## config.mk

```make
export PLATFORM = sky130hd
export DESIGN_NAME = grid_cell_painter
export DESIGN_NICKNAME = d
export VERILOG_FILES = /design/src/rtl/grid_cell_painter_pkg.sv /design/src/rtl/grid_cell_painter_prio.sv /design/src/rtl/grid_cell_painter.sv
export SDC_FILE = /design/constraint.sdc
export NUM_CORES = 1
export LEC_CHECK = 0
export CORE_MARGIN = 2
export CORE_UTILIZATION = 40
export CTS_BUF_LIST = sky130_fd_sc_hd__clkbuf_4 sky130_fd_sc_hd__clkbuf_8
export DETAILED_ROUTE_END_ITERATION = 8
export GPL_TIMING_DRIVEN = 0
export PLACE_DENSITY = 0.72
export SLEW_MARGIN = 30
export SYNTH_ARGS = -nofsm -noshare
export SYNTH_HDL_FRONTEND = slang
export SYNTH_SLANG_ARGS = --single-unit
```

## constraint.sdc

```tcl
create_clock -name clock -period 12.1 [get_ports clock]
set_input_delay 3.025 -clock clock [delete_from_list [all_inputs] [get_ports clock]]
set_output_delay 3.025 -clock clock [all_outputs]
set_load 0.005 [all_outputs]
```

## src/rtl/grid_cell_painter_pkg.sv

```systemverilog
// Shared geometry defaults, field widths and FSM encoding for the grid cell painter.
package grid_cell_painter_pkg;

  localparam int unsigned GRID_N_DEF  = 64;
  localparam int unsigned CELL_PX_DEF = 7;
  localparam int unsigned X0_DEF      = 96;
  localparam int unsigned Y0_DEF      = 16;
  localparam int unsigned FB_W_DEF    = 640;

  localparam int unsigned COL_W   = 6;
  localparam int unsigned ROW_W   = 10;
  localparam int unsigned COLOR_W = 8;
  localparam int unsigned ADDR_W  = 19;
  localparam int unsigned CNT_W   = 3;

  typedef enum logic [2:0] {
    ST_IDLE,
    ST_LATCH,
    ST_PAINT,
    ST_ACK,
    ST_RELEASE
  } state_t;

endpackage

```

## src/rtl/grid_cell_painter_prio.sv

```systemverilog
// Lowest-index-wins encoder for the per-column request vector.
module onehot_priority_enc
  import grid_cell_painter_pkg::*;
#(
  parameter int unsigned N = GRID_N_DEF
) (
  input  logic [N-1:0]     req,
  output logic [COL_W-1:0] index,
  output logic             valid
);

  // Scan downwards so the lowest set bit is the last one written.
  always_comb begin
    index = '0;
    valid = 1'b0;
    for (int i = N - 1; i >= 0; i--) begin
      if (req[i]) begin
        index = COL_W'(i);
        valid = 1'b1;
      end
    end
  end

endmodule

```

## src/rtl/grid_cell_painter.sv

```systemverilog
// Paints one CELL_PX x CELL_PX grid cell into the framebuffer per column request,
// then handshakes the acknowledge back to the requesting column.
module grid_cell_painter
  import grid_cell_painter_pkg::*;
#(
  parameter int unsigned GRID_N  = GRID_N_DEF,
  parameter int unsigned CELL_PX = CELL_PX_DEF,
  parameter int unsigned X0      = X0_DEF,
  parameter int unsigned Y0      = Y0_DEF,
  parameter int unsigned FB_W    = FB_W_DEF
) (
  input  logic                clock,
  input  logic                reset,
  input  logic [GRID_N-1:0]   col_select,
  input  logic [ROW_W-1:0]    row_select,
  input  logic [COLOR_W-1:0]  pixel_color,
  output logic [GRID_N-1:0]   return_sig,
  output logic [ADDR_W-1:0]   fb_address,
  output logic [COLOR_W-1:0]  fb_writedata,
  output logic                fb_write
);

  localparam logic [GRID_N-1:0] ONE_HOT0  = GRID_N'(1);
  localparam logic [CNT_W-1:0]  LAST_CNT  = CNT_W'(CELL_PX - 1);
  localparam logic [ADDR_W-1:0] LINE_STEP = ADDR_W'(FB_W - (CELL_PX - 1));

  state_t               state;
  logic [COL_W-1:0]     col_q;
  logic [ROW_W-1:0]     row_q;
  logic [COLOR_W-1:0]   color_q;
  logic [CNT_W-1:0]     col_cnt;
  logic [CNT_W-1:0]     line_cnt;

  logic [COL_W-1:0]     req_index;
  logic                 req_valid;
  logic [ADDR_W-1:0]    base_addr_c;
  logic [GRID_N-1:0]    ack_mask_c;

  onehot_priority_enc #(.N(GRID_N)) u_prio (
    .req   (col_select),
    .index (req_index),
    .valid (req_valid)
  );

  // Top-left pixel of the latched cell: (Y0 + row*CELL_PX)*FB_W + X0 + col*CELL_PX.
  assign base_addr_c = (ADDR_W'(Y0) + ADDR_W'(row_q) * ADDR_W'(CELL_PX)) * ADDR_W'(FB_W)
                     + ADDR_W'(X0) + ADDR_W'(col_q) * ADDR_W'(CELL_PX);
  assign ack_mask_c  = ONE_HOT0 << col_q;

  always_ff @(posedge clock or posedge reset) begin
    if (reset) begin
      state        <= ST_IDLE;
      col_q        <= '0;
      row_q        <= '0;
      color_q      <= '0;
      col_cnt      <= '0;
      line_cnt     <= '0;
      return_sig   <= '0;
      fb_address   <= '0;
      fb_writedata <= '0;
      fb_write     <= 1'b0;
    end else begin
      case (state)
        ST_IDLE: begin
          if (req_valid) begin
            col_q   <= req_index;
            row_q   <= row_select;
            color_q <= pixel_color;
            state   <= ST_LATCH;
          end
        end
        ST_LATCH: begin
          col_cnt  <= '0;
          line_cnt <= '0;
          if (row_q < ROW_W'(GRID_N)) begin
            fb_address   <= base_addr_c;
            fb_writedata <= color_q;
            fb_write     <= 1'b1;
            state        <= ST_PAINT;
          end else begin
            return_sig <= ack_mask_c;
            state      <= ST_ACK;
          end
        end
        ST_PAINT: begin
          // Counters track the pixel currently on the bus; step to the next one.
          if (col_cnt == LAST_CNT) begin
            col_cnt <= '0;
            if (line_cnt == LAST_CNT) begin
              line_cnt   <= '0;
              fb_write   <= 1'b0;
              return_sig <= ack_mask_c;
              state      <= ST_ACK;
            end else begin
              line_cnt   <= line_cnt + CNT_W'(1);
              fb_address <= fb_address + LINE_STEP;
            end
          end else begin
            col_cnt    <= col_cnt + CNT_W'(1);
            fb_address <= fb_address + ADDR_W'(1);
          end
        end
        ST_ACK: begin
          // A request already withdrawn gets a single-cycle acknowledge.
          if (!col_select[col_q]) begin
            return_sig <= '0;
          end
          state <= ST_RELEASE;
        end
        ST_RELEASE: begin
          if (!col_select[col_q]) begin
            return_sig <= '0;
            state      <= ST_IDLE;
          end
        end
        default: state <= ST_IDLE;
      endcase
    end
  end

endmodule

```

Word level (Yosys, flattened, before mapping)
Cells that the tools add are included.
{ "op_classes": {"n_lt_le_gt_ge": 2, "eq_ne": 14, "muxes": 154, "n_bitwise": 0, "n_shift": 1, "n_mul": 3, "addsub": 7, "div": 0, "n_reduce_logical": 11} }
{ "op_table": {"columns": ["op", "count"], "rows": [
  ["$mux W6", 64],
  ["$mux W64", 4],
  ["$pmux W64 S3", 1],
  ["$mux W1", 69],
  ["$shl A1 B6 Y64 const A", 1],
  ["$mux W19", 3],
  ["$pmux W19 S2", 1],
  ["$mux W3", 7],
  ["$add A19 B1 Y19 const B", 1],
  ["$add A19 B10 Y19 const B", 1],
  ["$add A19 B7 Y19 const B", 1],
  ["$add A19 B9 Y19", 1],
  ["$pmux W3 S5", 1],
  ["$add A5 B13 Y14 const A", 1],
  ["$mul A14 B3 Y12 const B", 1],
  ["$ne A2 B2 Y1 const B", 7],
  ["$mul A10 B3 Y13 const B", 1],
  ["$pmux W3 S2", 2],
  ["$lt A10 B7 Y1 const B", 1],
  ["$eq A3 B3 Y1 const B", 3],
  ["$mul A6 B3 Y9 const B", 1],
  ["$reduce_and A4 Y1", 2],
  ["$lt A6 B7 Y1 const B", 1],
  ["$add A3 B1 Y3 const B", 2],
  ["other kinds (12)", 15]
]} }
{ "totals": {"output_inout_bits": 92, "mem_count": 0, "mem_bits_ro": 0, "inputBits": 84, "latchBits": 0, "ff_bits": 125, "mem_bits_rw": 0} }

Depth between registers and ports, before layout
{ "logic_depth": {"word_depth": 66, "mapped_depth": 20} }

Cells and area by module
Synthesis repeated with hierarchy kept, for this count alone.
{ "unflattened": {"cells_unflattened": 904, "area_unflattened_um2": 8617.0} }
{ "by_module_without_submodules": {"columns": ["module", "n_inst", "area_per_inst_um2", "cells_per_inst", "seq_area_each_um2"], "rows": [
  ["grid_cell_painter", 1, 7853.8, 764, 3128.0],
  ["onehot_priority_enc", 1, 763.2, 140, 0.0]
]} }

Worst setup path after synthesis
No wires, ideal clock.
{ "synth_path": {"path_type": "in2reg", "from": "input port col_select[55]", "to": "register color_q[1]", "stages": 6, "arrival_time_ns": 4.976, "path_slack_ns": 6.999, "path_buffers": 1, "cell_sequence": "or4_1 nor4_1 nand4b_1 nand2_1 buf_2 mux2_2"} }
{ "synth_between": {"elab_chain_len": 57} }
{ "synth_lines": {"columns": ["item", "line", "rtl"], "rows": [
  ["from (decl)", "grid_cell_painter.sv:14", "input logic [GRID_N-1:0] col_select,"],
  ["$mux W1 (56 in series)", "grid_cell_painter_prio.sv:17", "if (req[i]) begin"],
  ["$reduce_and A2 Y1 (no line)", null, null],
  ["to (signal assigned)", "grid_cell_painter.sv:68", "color_q <= pixel_color;"],
  ["to (decl)", "grid_cell_painter.sv:30", "logic [COLOR_W-1:0] color_q;"]
]} }
No other way between the ends.
A chain may end at the register's enable or synchronous reset.

Worst setup path in the final report
{ "layout_path": {"from": "input port col_select[54]", "to": "register row_q[2]"} }
{ "layout_between": {"elab_chain_len": 56} }
{ "layout_lines": {"columns": ["item", "line", "rtl"], "rows": [
  ["$mux W1 (55 in series)", "grid_cell_painter_prio.sv:17", null],
  ["$reduce_and A2 Y1 (no line)", null, null],
  ["to (signal assigned)", "grid_cell_painter.sv:67", "row_q <= row_select;"],
  ["to (decl)", "grid_cell_painter.sv:29", "logic [ROW_W-1:0] row_q;"]
]} }
No other way between the ends.

==> results.toml <==
[logic_synthesis]
synthSimpleGateAreaFrac = 0.169
synth_nets = 1058
synth_compound_area_frac = 0.171
dominantRegCellSynth = "dfrtp_1"
netlist_instances = 900
yosys_warnings = 0
synth_edf_count = 0
seq_area_frac_synth = 0.352
muxShareOfSynthArea = 0.121
ys_ff_latch = 125
synth_xor_area_frac = 0.0246
synth_top_family_by_area = "compound AO/OA/AOI/OAI gates"
synthArstFlopShare = 1.00
synth_fa_ha_area_frac = 0.118
synthesis.area_um2 = 8880
synth_cell_type_count = 70
syn_area_per_cell_um2 = 9.87

[sta]
max_slew.worst_pin.slew_ps = 862
final_max_slew_viol_count = 0
final_hold_viol_count = 0
max_slew_margin = 0.417
timing.hold.ws_ps = 463
min_period_ps = 5770
setup_viol = 0
finalCritPeriodShare = 0.477
fmax_mhz = 173
clock_skew_ps = 14.3
tns_ps = 0
rsz0062_at_grt = "false"

[floorplanning]
rows = 54
die_area_um2 = 23400
io_pins = 176
fp.dieH_um = 153
fp.dieW_um = 153
fp.coreArea_um2 = 21800
initial_core_util = 0.407

[clock_network]
cts_buffers = 17
cts_setup_buffers = 0
cts_resized = 0
cts-root-buf = "clkbuf_8"
cts_tree = "built"
cts.sinks = 125
clock_path_buffers = 2
clk_latency_ps = 450
h-tree-depth = 4
hold_buffers = 0
path_clk_slew_ps = 80

[route]
postRouteAntennaNets = 0
drtIter0Drc = 586
wl_um = 24300
viasPerCell = 5.65
wl_per_cell_um = 17.5
drc_errors = 0
drtPass1Iterations = 7
vias = 7839

[worst_setup_path]
worstPathMaxFanout = 10
end_kind = "register"
critPathMaxStageDelay_ps = 620
crit_arrival_ps = 6100
criticalPathCategory = "in -> reg"
startpoint_type = "input port"
cpMaxStageDelayCell = "nor4_1"
worstPathCellList = "clkdlybuf4s50_1 -> or4_1 -> nor4_1 -> nand4b_1 -> nand2_1 -> buf_2 -> mux2_2"
crit_required_ps = 12430

[grt]
gr-total-overflow = 0
antenna_found_initial = 0
grt_pass1_vias = 7639
grt_use_total = 0.209
grt_pass1_wl_um = 40100
grt_max_degree = 90

[placed_design]
io_buffers = 175
dp_hpwl_um = 18800
place_congestion = 0.948

[run]
maxCapViolCount = 0

[final_layout]
fin_util = 0.524
final_cell_mix = "clkdlybuf4s50_1 (175), dfrtp_1 (125), nand2_1 (83)"
drive_gt1_frac = 0.107
area_growth_pct = 28.8
layout_commonest_cell = "clkdlybuf4s50_1"
nets = 1253
antenna_cells = 0

[worst_hold_path]
hold_path_class = "reg -> reg"

[run_status]
run_status = "finished clean"
[cell families (layout without fill, tap and decap cells)]
logic type      Yosys count  after routing
compound gates          228            228
mux                      69             69
xor+xnor                 25             25
simple gates            298            298
buf+inv                  81            289
fa+ha+maj                74             74
flops                   125            125
[per-stage QoR]
step                      instance area [um2]  instances  setup slack (ps)
final                                   11400       1388              6330
after floorplan                          8880        900              5750
after CTS                               11400       1388              6350
after global routing                    11400       1388              6210
after detailed placement                11000       1356              5880
after global placement                  11000       1355              3840
[cell usage after synthesis (9+ instances only)]
master | n | area share
clkbuf_1 | 23 | 0.0097
o2bb2ai_1 | 32 | 0.032
a21oi_1 | 64 | 0.036
dfrtp_1 | 125 | 0.35
nand3_1 | 23 | 0.013
mux2_2 | 26 | 0.033
mux4_2 | 9 | 0.023
ha_1 | 58 | 0.082
inv_1 | 44 | 0.019
mux2_4 | 25 | 0.042
a211oi_1 | 11 | 0.0093
o22ai_1 | 10 | 0.0070
nor2_1 | 59 | 0.025
and3_1 | 41 | 0.029
nor4_1 | 19 | 0.013
nand2_1 | 83 | 0.035
nor3_1 | 25 | 0.014
or4_1 | 9 | 0.0076
xnor2_1 | 18 | 0.018
fa_1 | 16 | 0.036
o21ai_0 | 51 | 0.029
[state kept, by name (all words and copies together), names as in the netlist]
name          count
col_q             6
row_q            10
fb_address       19
fb_write          1
line_cnt          3
state             3
color_q           8
fb_writedata      8
col_cnt           3
return_sig       64
[worst paths after layout]
check,from,to,slack (ps),cells after the start
setup reg to reg,row_q[1]$_DFFE_PP0P_,fb_address[18]$_DFFE_PP0P_,7370,18
hold reg to reg,color_q[3]$_DFFE_PP0P_,fb_writedata[3]$_DFFE_PP0P_,460,2
max in group asynchronous,reset,row_q[9]$_DFFE_PP0P_,8420,3
min in group asynchronous,reset,return_sig[35]$_DFFE_PP0P_,2960,2
setup / recovery,col_select[54],row_q[2]$_DFFE_PP0P_,6330,7
hold / removal,color_q[3]$_DFFE_PP0P_,fb_writedata[3]$_DFFE_PP0P_,460,2
[worst max-delay path, delay by kind of cell]
kind	cells	cell delay (ps)
simple gates	4	1860
buf+inv	2	830
mux	1	370
[metal layers]
metal / track usage / wire, um / vias to the layer above / share of wire
met2: 0.325 / 11100 / 270 / 0.46
met3: 0.0371 / 1370 / 35 / 0.057
met4: 0.0600 / 480 / 0 / 0.020
met1: 0.300 / 11300 / 3790 / 0.47
met5: 0 / 0 / - / 0
li1: - / - / 3744 / -
[final cells by class]
cell class              count  area [um2]
fillers                  1963       10400
multi-input cells         694        5360
flip-flops and latches    125        3130
repair buffers            176        1780
well taps                 280         350
clock buffers              18         248
plain buffers              35         226
inverters                  46         180
clock inverters            14         173
Power is not shown: default switching activity piles up to over one toggle a cycle in this logic, so the estimate is an artifact.
